$ cat src/rtl/fb_pkg.sv
// Shared constants and types for the filterbank subband serializer.
package fb_pkg;

  localparam int NUM_BANDS = 16;
  localparam int IN_W      = 37;
  localparam int IN_FRAC   = 32;
  localparam int OUT_W     = 16;
  localparam int SHIFT     = 21;
  localparam int BAND_W    = $clog2(NUM_BANDS);

  typedef logic signed [IN_W-1:0]  sample_in_t;
  typedef logic signed [OUT_W-1:0] sample_out_t;
  typedef logic [BAND_W-1:0]       band_idx_t;

  typedef enum logic {
    IDLE,
    STREAM
  } ser_state_t;

endpackage

$ cat src/rtl/subband_quantizer.sv
// Combinational round-half-up and saturate from a wide fixed-point sample
// to a narrow signed word.
module subband_quantizer #(
  parameter int IN_W  = 37,
  parameter int SHIFT = 21,
  parameter int OUT_W = 16
) (
  input  logic signed [IN_W-1:0]  din,
  output logic signed [OUT_W-1:0] dout
);

  // Width left after the shift; must exceed OUT_W so the saturation test sees the overflow.
  localparam int SH_W = IN_W + 1 - SHIFT;

  localparam logic signed [IN_W:0] HALF =
    {{(IN_W - SHIFT + 1){1'b0}}, 1'b1, {(SHIFT - 1){1'b0}}};
  localparam logic signed [SH_W-1:0] MAX_EXT =
    {{(SH_W - OUT_W + 1){1'b0}}, {(OUT_W - 1){1'b1}}};
  localparam logic signed [SH_W-1:0] MIN_EXT =
    {{(SH_W - OUT_W + 1){1'b1}}, {(OUT_W - 1){1'b0}}};
  localparam logic signed [OUT_W-1:0] MAX_OUT = {1'b0, {(OUT_W - 1){1'b1}}};
  localparam logic signed [OUT_W-1:0] MIN_OUT = {1'b1, {(OUT_W - 1){1'b0}}};

  logic signed [IN_W:0]   rounded;
  logic signed [SH_W-1:0] shifted;
  logic                   unused_round_bits;

  // One extra bit so adding the half-LSB can never wrap.
  assign rounded = {din[IN_W-1], din} + HALF;
  // Taking the upper bits of a two's-complement value is an arithmetic shift (floor).
  assign shifted = rounded[IN_W:SHIFT];
  // Fraction bits below the rounding point are intentionally discarded.
  assign unused_round_bits = ^rounded[SHIFT-1:0];

  // Clamp the shifted value into the output range.
  always_comb begin
    // NOTE: every always_comb output gets a default first so no path can infer a latch.
    dout = shifted[OUT_W-1:0];
    if (shifted > MAX_EXT) begin
      dout = MAX_OUT;
    end else if (shifted < MIN_EXT) begin
      dout = MIN_OUT;
    end
  end

endmodule

$ cat src/rtl/subband_serializer.sv
// Captures a 16-band frame on frame_valid, buffers it in a pending slot,
// and streams quantized bands one per valid/ready beat, band 0 first.
module subband_serializer
  import fb_pkg::*;
(
  input  logic        clock,
  input  logic        reset,
  input  logic        clk_enable,
  input  logic        frame_valid,
  input  sample_in_t  filter_in [NUM_BANDS-1:0],
  output logic        out_valid,
  input  logic        out_ready,
  output sample_out_t out_data,
  output band_idx_t   out_band,
  output logic        out_last,
  output logic        overflow,
  output logic [7:0]  overflow_cnt
);

  localparam band_idx_t LAST_BAND = band_idx_t'(NUM_BANDS - 1);

  ser_state_t state, state_next;
  sample_in_t pend [NUM_BANDS-1:0];
  sample_in_t act  [NUM_BANDS-1:0];
  logic       pend_full;
  band_idx_t  band;

  logic accept;
  logic last_accept;
  logic xfer;
  logic capture;
  logic drop;

  assign out_valid = (state == STREAM);
  assign out_band  = band;
  assign out_last  = out_valid && (band == LAST_BAND);

  assign accept      = out_valid && out_ready;
  assign last_accept = accept && out_last;
  // Pending frame moves to the active slot when idle or as the last beat leaves.
  assign xfer        = clk_enable && pend_full && ((state == IDLE) || last_accept);
  // A slot is free if pend is empty or is being emptied on this same edge.
  assign capture     = clk_enable && frame_valid && (!pend_full || xfer);
  assign drop        = clk_enable && frame_valid && pend_full && !xfer;

  subband_quantizer #(
    .IN_W  (IN_W),
    .SHIFT (SHIFT),
    .OUT_W (OUT_W)
  ) u_quant (
    .din  (act[band]),
    .dout (out_data)
  );

  // State register; holds while clk_enable is low.
  always_ff @(posedge clock) begin
    // NOTE: sequential state uses non-blocking assignment so every flop samples pre-edge values.
    if (!reset) begin
      state <= IDLE;
    end else if (clk_enable) begin
      state <= state_next;
    end
  end

  // Next-state decode: start on a transfer, stop after the last beat with nothing pending.
  always_comb begin
    state_next = state;
    case (state)
      IDLE:    if (xfer) state_next = STREAM;
      STREAM:  if (last_accept && !pend_full) state_next = IDLE;
      default: state_next = IDLE;
    endcase
  end

  // Frame storage, band counter and drop accounting.
  always_ff @(posedge clock) begin
    if (!reset) begin
      pend_full    <= 1'b0;
      band         <= '0;
      overflow     <= 1'b0;
      overflow_cnt <= '0;
      // NOTE: sample storage is cleared on reset so out_data reads zero afterwards.
      for (int i = 0; i < NUM_BANDS; i++) begin
        act[i]  <= '0;
        pend[i] <= '0;
      end
    end else if (clk_enable) begin
      overflow <= drop;
      if (drop && (overflow_cnt != 8'hFF)) begin
        overflow_cnt <= overflow_cnt + 8'd1;
      end

      if (xfer) begin
        act  <= pend;
        band <= '0;
      end else if (accept && !out_last) begin
        band <= band + band_idx_t'(1);
      end

      if (capture) begin
        pend      <= filter_in;
        pend_full <= 1'b1;
      end else if (xfer) begin
        pend_full <= 1'b0;
      end
    end
  end

endmodule

$ cat config.mk
export PLATFORM = sky130hd
export DESIGN_NAME = subband_serializer
export DESIGN_NICKNAME = d
export VERILOG_FILES = /design/src/rtl/fb_pkg.sv /design/src/rtl/subband_quantizer.sv /design/src/rtl/subband_serializer.sv
export SDC_FILE = /design/constraint.sdc
export NUM_CORES = 1
export LEC_CHECK = 0
export CAP_MARGIN = 25
export CELL_PAD_IN_SITES_DETAIL_PLACEMENT = 1
export CELL_PAD_IN_SITES_GLOBAL_PLACEMENT = 1
export CORE_AREA = 5 5 323 325
export CTS_CLUSTER_DIAMETER = 80
export DETAILED_ROUTE_END_ITERATION = 16
export DIE_AREA = 0 0 328 330
export GPL_ROUTABILITY_DRIVEN = 0
export GPL_TIMING_DRIVEN = 1
export PLACE_DENSITY = 0.95
export SLEW_MARGIN = 20
export SYNTH_ARGS = -nofsm -noshare
export SYNTH_HDL_FRONTEND = slang
export SYNTH_HIERARCHICAL = 1
export SYNTH_SLANG_ARGS = --single-unit
$ cat constraint.sdc
create_clock -name clock -period 5.9 [get_ports clock]
set_input_delay 1.18 -clock clock [delete_from_list [all_inputs] [get_ports clock]]
set_output_delay 1.18 -clock clock [all_outputs]
set_load 0.005 [all_outputs]
==> summary.md, run 1 <==
| Metric | Value |
|---|---|
| Outcome | completed |
| Avg WL per Cell | 20.6 um |
| Drt first pass iters | 5 |
| CP arrival | 4.62 ns |
| Combinational share of power | 6.5% |
| Ports | 628 |
| Vias in the first global route | 21000 |
| Setup ws final | 0.0985 ns |
| Hold_buf cts | 0 |
| Switching share of power | 24.8% |
| Port bufs | 307 |
| Internal reg-to-reg setup slack | 2.54 ns |
| Tot GR Track Use | 15.9% |
| Internal | 0.00660 W |
| Final Hold Slack | 0.448 ns |
| Clk root buf | clkbuf_16 |
| Detail Route Antenna Nets | 0 |
| Chip width | 328 um |
| Clock Skews | 0.0212 ns |
| Via count | 20400 |
| Synthesized area per cell | 7.84 um^2 |
| WS Path Type | register to output pin |
| HP Class | register to register |
| Proportion of layout cells with a drive suffix above 1 | 6.86% |
| End of the worst hold path | act[319]$_SDFFE_PN0P_ |
| Minimum clock period | 5.80 ns |
| CP Capture Type | output pin |
| F_max | 0.172 GHz |
| Row count | 117 |
| Sequential power share | 44.8% |
| Rel. slew slack | 32.5% |
| Crit Path Max Fanout | 40 |
| Reg2reg end | act[513]$_SDFFE_PN0P_ |
| Final Cycle Share | 98.3% |
| Worst Tran Pin Value | 1.01 ns |
| Worst r2r src | out_band[0]$_SDFFE_PN0P_ |
| Pins Over Slew Limit | 0 |
| Switch Pwr | 0.00218 W |
| Clock tree sinks | 559 |
| Yosys Warn Count | 6 |
| CTS tree | built |
| Hold Path Origin | pend[319]$_SDFFE_PN0P_ |
| 1st-iter DRT viols | 1674 |
| Setup-failing EPs final | 0 |
| R2r worst-path depth | 7 |
| Worst Path Required | 4.72 ns |
| Max Cap Violations | 0 |
| Worst hold stages | 2 |
| DRT Wirelength | 89800 um |
| Bufs on Longest Clock Path | 3 |
| CORE AREA | 101000 um^2 |
| Synthesis-to-layout area growth | 26.7% |
| Global-route wire length before repair | 131000 um |
| Setup TNS | 0 ns |
| Clock latency on the worst-skew pair | 0.63 ns |
| Number of vias per cell | 4.68 |
| Register clock-pin slew on the reported worst setup and hold paths | 0.07 ns |
| RSZ-0062 raised after global routing | no |
| Fillers | 12000 |
| Power Density | 308 nW/um^2 |
| VDD IR max | 0.187 mV |
| Initial Utilization | 22.2% |
| Initial antenna violation count | 28 |
| DRC errors left | 0 |
| Leakage | 9.30 nW |
| Grt ovf | 0 |
| Total CTS buffers | 67 |
| Post-synth net total | 3472 |
| Number of H-tree levels | 3 |
| Setup crit start kind | register |
| Die area | 108000 um^2 |
| Pre-CTS setup slack | 0.511 ns |
| Post-DP HPWL | 63100 um |
| Cell area after synthesis | 22500 um^2 |
| Nets | 3541 |
| Post-Synthesis Cells | 2872 |
| Die H | 330 um |
| Pin count of the biggest net entering global routing | 162 |
| Final hold violation count | 0 |
| Total Power | 0.00878 W |
| Clock power frac | 48.7% |
critical path, cell delays in order (launching register included):
cell	delay, ns
dfxtp_4	0.56
buf_16	0.33
mux2i_1	0.20
a22oi_1	0.33
nand3_1	0.30
nand2_1	0.28
and4_1	0.41
and4_4	0.33
o21ai_0	0.15
a211oi_2	0.46
clkdlybuf4s50_1	0.60
worst max path at each step:
stage / startpoint / to / slack, ns / cells after the start
2_1_floorplan: out_band[2]$_SDFFE_PN0P_ / out_data[14] / 1.84 / 12
3_3_place_gp: out_band[2]$_SDFFE_PN0P_ / out_data[10] / 0.59 / 10
3_5_place_dp: out_band[1]$_SDFFE_PN0P_ / out_data[10] / 0.51 / 11
4_1_cts: out_band[0]$_SDFFE_PN0P_ / out_data[14] / 0.03 / 11
5_1_grt: out_band[0]$_SDFFE_PN0P_ / out_data[2] / 0.03 / 10
6_report: out_band[0]$_SDFFE_PN0P_ / out_data[10] / 0.1 / 10
placed cells by master (no fill, tap or decap), types with 13 or more instances in the layout:
cell and count:
a21oi_1 560, a22oi_1 50, buf_4 22, clkbuf_16 67
clkbuf_8 13, clkdlybuf4s50_1 304, dfxtp_1 556, mux2i_1 68
mux4_2 35, nand2_1 1125, nand3_1 28
power by group through the flow:
stage | logic [W] | registers, W | clock network, W
6_report | 0.000568 | 0.00394 | 0.00427
5_1_grt | 0.000617 | 0.00394 | 0.00449
4_1_cts | 0.000573 | 0.00393 | 0.00434
3_5_place_dp | 0.000563 | 0.00402 | 0
3_3_place_gp | 0.000548 | 0.00401 | 0
2_1_floorplan | 0.000292 | 0.00399 | 0
metal layers:
layer	GRT usage, %	share of wire (%)	up-vias
met1	19.9	41	9920
li1	-	-	9505
met3	3.74	8.2	195
met4	5.58	3.5	8
met5	0	0.055	-
met2	27.0	47	792
repair_timing:
item,CTS,global route
endpoints found under the setup margin,9,9
setup buffers,1,0
resized for setup,5,6
cloned,0,0
sequential cells by signal, summed over array words and instances (netlist names):
name / count
act: 272
pend: 272
overflow_cnt: 8
out_band: 4
out_valid: 1
overflow: 1
pend_full: 1
cell type report:
| cell class | count | area, um^2 | area share (%) |
|---|---|---|---|
| Antenna cell | 8 | 20.0 | 0.0702 |
| Tap cell | 1368 | 1710 | 6.00 |
| Clock buffer | 86 | 1880 | 6.59 |
| Clock inverter | 30 | 379 | 1.33 |
| Timing Repair Buffer | 341 | 3490 | 12.2 |
| Sequential cell | 559 | 11200 | 39.3 |
| Multi-Input combinational cell | 1966 | 9810 | 34.4 |
| Inverter | 6 | 30.0 | 0.105 |
stage by stage:
| stage | utilization, % | instances | area, um^2 |
|---|---|---|---|
| CTS | 28.1 | 4356 | 28500 |
| finish | 28.2 | 4364 | 28500 |
| floorplan | - | 2872 | 22500 |
| global route | 28.2 | 4358 | 28500 |
| global placement | 25.9 | 4239 | 26200 |
| detailed placement | 25.9 | 4239 | 26200 |
Note: power is estimated with default switching activity, not from simulation.
==> inputs of run 2 (changes only) <==
CORE_AREA = 5 5 346 348   (was 5 5 323 325)
DIE_AREA = 0 0 351 353   (was 0 0 328 330)
PLACE_DENSITY = not set   (was 0.95)
PLACE_DENSITY_LB_ADDON = 0.15   (was not set)
==> summary.md, run 2 (same netlist as run 1, synthesis figures left out) <==
| Metric | Value |
|---|---|
| VDD IR max | 0.174 mV |
| Setup ws final | 0.129 ns |
| Commonest cells after routing, fill and taps aside | nand2_1, a21oi_1, dfxtp_1 |
| DRT Wirelength | 89200 um |
| Vias in the first global route | 20900 |
| Nets | 3549 |
| Final Cycle Share | 97.8% |
| R2r worst-path depth | 7 |
| Detail Route Antenna Nets | 0 |
| HP Class | register to register |
| 1st-iter DRT viols | 847 |
| Crit Path Max Fanout | 26 |
| Post-route insts no fill | 4531 |
| CP arrival | 4.59 ns |
| Via count | 19600 |
| Number of vias per cell | 4.32 |
| Power Density | 311 nW/um^2 |
| Placed Cells | 4394 |
| Initial Utilization | 19.4% |
| Synthesis-to-layout area growth | 28.4% |
| CP Capture Type | output pin |
| Clock tree sinks | 559 |
| Minimum clock period | 5.77 ns |
| Clock Skews | 0.0163 ns |
| Grt ovf | 0 |
| Reg2reg end | act[70]$_SDFFE_PN0P_ |
| Total CTS buffers | 74 |
| Tot GR Track Use | 14.0% |
| Critical Path End | out_data[6] |
| Family with the most delay on the worst path | simple AND/OR/NAND/NOR gates |
| Critical path depth | 11 |
| Global-route wire length before repair | 132000 um |
| Chip width | 351 um |
| Initial antenna violation count | 4 |
| RSZ-0062 raised after global routing | no |
| Critical-path cell list | buf_12, mux2i_1, a22oi_1, nand3_1, nand2_1, ha_1, and2_1, nand3_4, a2111oi_4, a21oi_1, clkdlybuf4s50_1 |
| Pre-CTS setup slack | 0.513 ns |
| Pin count of the biggest net entering global routing | 192 |
| Outcome | completed |
| Slowest Stage Delay on Critical Path | 0.55 ns |
| Setup-failing EPs final | 0 |
| Port bufs | 307 |
| Buf/Inv on CP | 2 |
| CORE AREA | 116000 um^2 |
| Crit-path slowest cell | dfxtp_4 |
| Proportion of layout cells with a drive suffix above 1 | 6.79% |
| Number of H-tree levels | 3 |
| Commonest non-fill, non-tap cell in the layout | nand2_1 |
| Final Hold Slack | 0.451 ns |
| Hold_buf cts | 0 |
| Ports | 628 |
| Worst Setup SP | out_band[0]$_SDFFE_PN0P_ |
| F_max | 0.173 GHz |
| Setup TNS | 0 ns |
| Pins Over Slew Limit | 0 |
| Register clock-pin slew on the reported worst setup and hold paths | 0.06 ns |
| WS Path Type | register to output pin |
| CTS tree | built |
| Worst r2r src | out_band[0]$_SDFFE_PN0P_ |
| Regs by FF count | act (272), pend (272), overflow_cnt (8) |
| Drt first pass iters | 5 |
| Row count | 125 |
| Max Cap Violations | 0 |
| Die H | 353 um |
| Final hold violation count | 0 |
| Worst hold stages | 2 |
| Worst Path Required | 4.72 ns |
| Setup crit start kind | register |
| Clock latency on the worst-skew pair | 0.63 ns |
| Die area | 124000 um^2 |
| Leakage | 9.37 nW |
| Internal reg-to-reg setup slack | 2.75 ns |
| Clk root buf | clkbuf_16 |
| Avg WL per Cell | 19.7 um |
| Rel. slew slack | 20.6% |
| DRC errors left | 0 |
| Bufs on Longest Clock Path | 3 |
| Post-DP HPWL | 62900 um |
| Worst Tran Pin Value | 1.19 ns |
[run 2: changes by cell type in the layout (fill, tap and decap cells not counted), moves of 3 or more]
cell,before,now
clkbuf_1,6,18
clkbuf_16,67,75
clkbuf_8,13,8
diode_2,8,3
inv_16,3,0
inv_6,3,6
[run 2: worst min path at each step]
stage,from,end,slack (ns)
after floorplan,pend[131]$_SDFFE_PN0P_,act[131]$_SDFFE_PN0P_,0.43
final,pend[249]$_SDFFE_PN0P_,act[249]$_SDFFE_PN0P_,0.45
after CTS,pend[146]$_SDFFE_PN0P_,act[146]$_SDFFE_PN0P_,0.45
after detailed placement,pend[209]$_SDFFE_PN0P_,act[209]$_SDFFE_PN0P_,0.45
after global placement,act[513]$_SDFFE_PN0P_,act[513]$_SDFFE_PN0P_,0.44
after global routing,pend[249]$_SDFFE_PN0P_,act[249]$_SDFFE_PN0P_,0.47
[run 2: repair_timing]
item	in CTS	in global routing
setup buffers	0	1
pin swaps	0	1
setup endpoints to repair	3	11
resized for setup	3	4
[run 2: per-layer routing]
layer	GRT usage (%)	vias to the layer above	wire [um]
met4	4.63	4	2940
met5	0	-	23
li1	-	9537	-
met2	23.6	366	42200
met3	3.13	134	3970
met1	17.6	9512	40100
[run 2: area by class of cell]
type | instances | area, um^2
Sequential cell | 559 | 11200
Antenna cell | 3 | 7.51
Multi-Input combinational cell | 1966 | 9810
Inverter | 6 | 30.0
Fill cell | 13600 | 87000
Clock buffer | 101 | 2050
Timing Repair Buffer | 342 | 3520
Tap cell | 1524 | 1910
Clock inverter | 30 | 359
[run 2: worst min-delay path, cell delays in order (launching register included)]
cell	delay (ns)
dfxtp_1	0.31
nand2_1	0.05
a21oi_1	0.05
[run 2: power by group]
part	switching, W	internal [W]
sequential	0.0000579	0.00388
combinational	0.000318	0.000256
clock	0.00177	0.00271
[run 2: through the flow]
stage / instance area (um^2) / total power [W] / utilization [%]
2_1_floorplan: 22500 / 0.00429 / -
3_3_place_gp: 26400 / 0.00460 / 22.8
3_5_place_dp: 26400 / 0.00461 / 22.8
4_1_cts: 28800 / 0.00919 / 24.9
5_1_grt: 28900 / 0.00939 / 24.9
6_report: 28900 / 0.00900 / 24.9
==> inputs of run 3 (changes only) <==
CORE_AREA = 5 5 302 304   (was 5 5 346 348)
DIE_AREA = 0 0 307 309   (was 0 0 351 353)
DONT_BUFFER_PORTS = 1   (was not set)
==> summary.md, run 3 (same netlist as run 1, synthesis figures left out) <==
| Metric | Value |
|---|---|
| Avg WL per Cell | 21.9 um |
| Worst Path Required | 4.72 ns |
| Die area | 94900 um^2 |
| Leakage | 8.19 nW |
| Clock tree sinks | 559 |
| Commonest non-fill, non-tap cell in the layout | nand2_1 |
| Initial antenna violation count | 8 |
| Rel. slew slack | 33.7% |
| Worst Tran Pin Value | 0.994 ns |
| Chip width | 307 um |
| CP arrival | 4.43 ns |
| Commonest cells after routing, fill and taps aside | nand2_1, a21oi_1, dfxtp_1 |
| DRT Wirelength | 84400 um |
| Final Cycle Share | 95.1% |
| Detail Route Antenna Nets | 0 |
| Number of H-tree levels | 3 |
| Grt ovf | 0 |
| Proportion of layout cells with a drive suffix above 1 | 7.49% |
| Max Cap Violations | 0 |
| Tot GR Track Use | 17.2% |
| Final hold violation count | 0 |
| Worst r2r src | out_band[0]$_SDFFE_PN0P_ |
| Bufs on Longest Clock Path | 3 |
| Setup-failing EPs final | 0 |
| 1st-iter DRT viols | 1048 |
| Setup TNS | 0 ns |
| RSZ-0062 raised after global routing | no |
| Clock Skews | 0.0389 ns |
| F_max | 0.178 GHz |
| Number of vias per cell | 4.76 |
| Global-route wire length before repair | 124000 um |
| WS Path Type | register to output pin |
| Row count | 109 |
| Nets | 3243 |
| Area after DPL | 22800 um^2 |
| Ports | 628 |
| Synthesis-to-layout area growth | 12.1% |
| Pre-CTS setup slack | 0.862 ns |
| Pins Over Slew Limit | 0 |
| Power Density | 344 nW/um^2 |
| Crit Path Max Fanout | 19 |
| CORE AREA | 88000 um^2 |
| CTS tree | built |
| Worst Setup SP | out_band[2]$_SDFFE_PN0P_ |
| Final Hold Slack | 0.448 ns |
| Post-route cell area | 25200 um^2 |
| Post-CTS Setup Bufs | 0 |
| Die H | 309 um |
| VDD IR max | 0.189 mV |
| Post-DP HPWL | 59300 um |
| DRC errors left | 0 |
| Via count | 18400 |
| Outcome | completed |
| Regs by FF count | act (272), pend (272), overflow_cnt (8) |
| Hold Path Origin | pend[280]$_SDFFE_PN0P_ |
| Vias in the first global route | 19000 |
| Pin count of the biggest net entering global routing | 194 |
| HP Class | register to register |
| Clk root buf | clkbuf_16 |
| Fillers | 10400 |
| Drt first pass iters | 5 |
| Setup ws final | 0.292 ns |
| Register clock-pin slew on the reported worst setup and hold paths | 0.06 ns |
| Total Power | 0.00868 W |
| Setup crit start kind | register |
| Port bufs | 0 |
| Initial Utilization | 25.6% |
| CP Capture Type | output pin |
| Minimum clock period | 5.61 ns |
| Clock latency on the worst-skew pair | 0.61 ns |
| Internal reg-to-reg setup slack | 2.22 ns |
| Total CTS buffers | 70 |
-- run 3: cell types whose count changed in the layout (fill, tap and decap cells not counted), sizes merged --
| cell | change |
|---|---|
| buf | +3 |
| clkinvlp | -3 |
| bufinv | -2 |
| clkbuf | +4 |
| inv | -1 |
| clkinv | -4 |
| diode | -2 |
| clkdlybuf4s50 | -305 |
-- run 3: final cells by class --
class / instances / area (um^2) / area share, %
inverter: 6 / 30.0 / 0.119
sequential: 559 / 11200 / 44.4
tap: 1165 / 1460 / 5.78
clock inverter: 20 / 233 / 0.922
multi-input combinational: 1966 / 9790 / 38.8
clock buffer: 105 / 2120 / 8.38
timing repair buffer: 40 / 408 / 1.62
antenna: 1 / 2.50 / 0.00992
-- run 3: power breakdown --
part / switching, W / leakage [nW] / total (W) / internal [W]
Sequential: 0.0000594 / 4.54 / 0.00394 / 0.00388
Clock: 0.00172 / 1.16 / 0.00437 / 0.00266
Combinational: 0.000275 / 2.49 / 0.000367 / 0.0000919
-- run 3: timing repair --
action                                  4_1_cts  5_1_grt
resized for setup                             0        1
hold buffers                                  0        0
endpoints found under the setup margin        0        2
-- run 3: per-layer routing --
| layer | vias to the layer above | part of all wire, % | GRT usage [%] |
|---|---|---|---|
| met1 | 8984 | 44 | 21.7 |
| li1 | 8900 | - | - |
| met5 | - | 0.059 | 0 |
| met4 | 8 | 2.4 | 4.35 |
| met2 | 387 | 48 | 29.2 |
| met3 | 113 | 6.1 | 4.78 |
-- run 3: path summary, 6_finish.rpt --
check             depth (start not counted)                    end
hold reg to reg                           2  act[280]$_SDFFE_PN0P_
setup / recovery                         10            out_data[4]
hold / removal                            2  act[280]$_SDFFE_PN0P_
setup reg to reg                          7  act[257]$_SDFFE_PN0P_
-- run 3: through the flow --
| step | util (%) | instances |
|---|---|---|
| floorplan | - | 2872 |
| global placement | 26.0 | 3735 |
| detailed placement | 26.0 | 3735 |
| CTS | 28.6 | 3860 |
| global route | 28.7 | 3861 |
| finish | 28.7 | 3862 |
-- run 3: worst max-delay path, stage by stage, from the launching register on --
cell and delay (ns):
dfxtp_2 0.76, buf_4 0.36, mux4_2 0.34, a22oi_1 0.37, nand2_1 0.26, ha_1 0.33
nand4b_1 0.18, o21ai_0 0.17, nand4_4 0.26, a21oi_1 0.53, buf_4 0.21
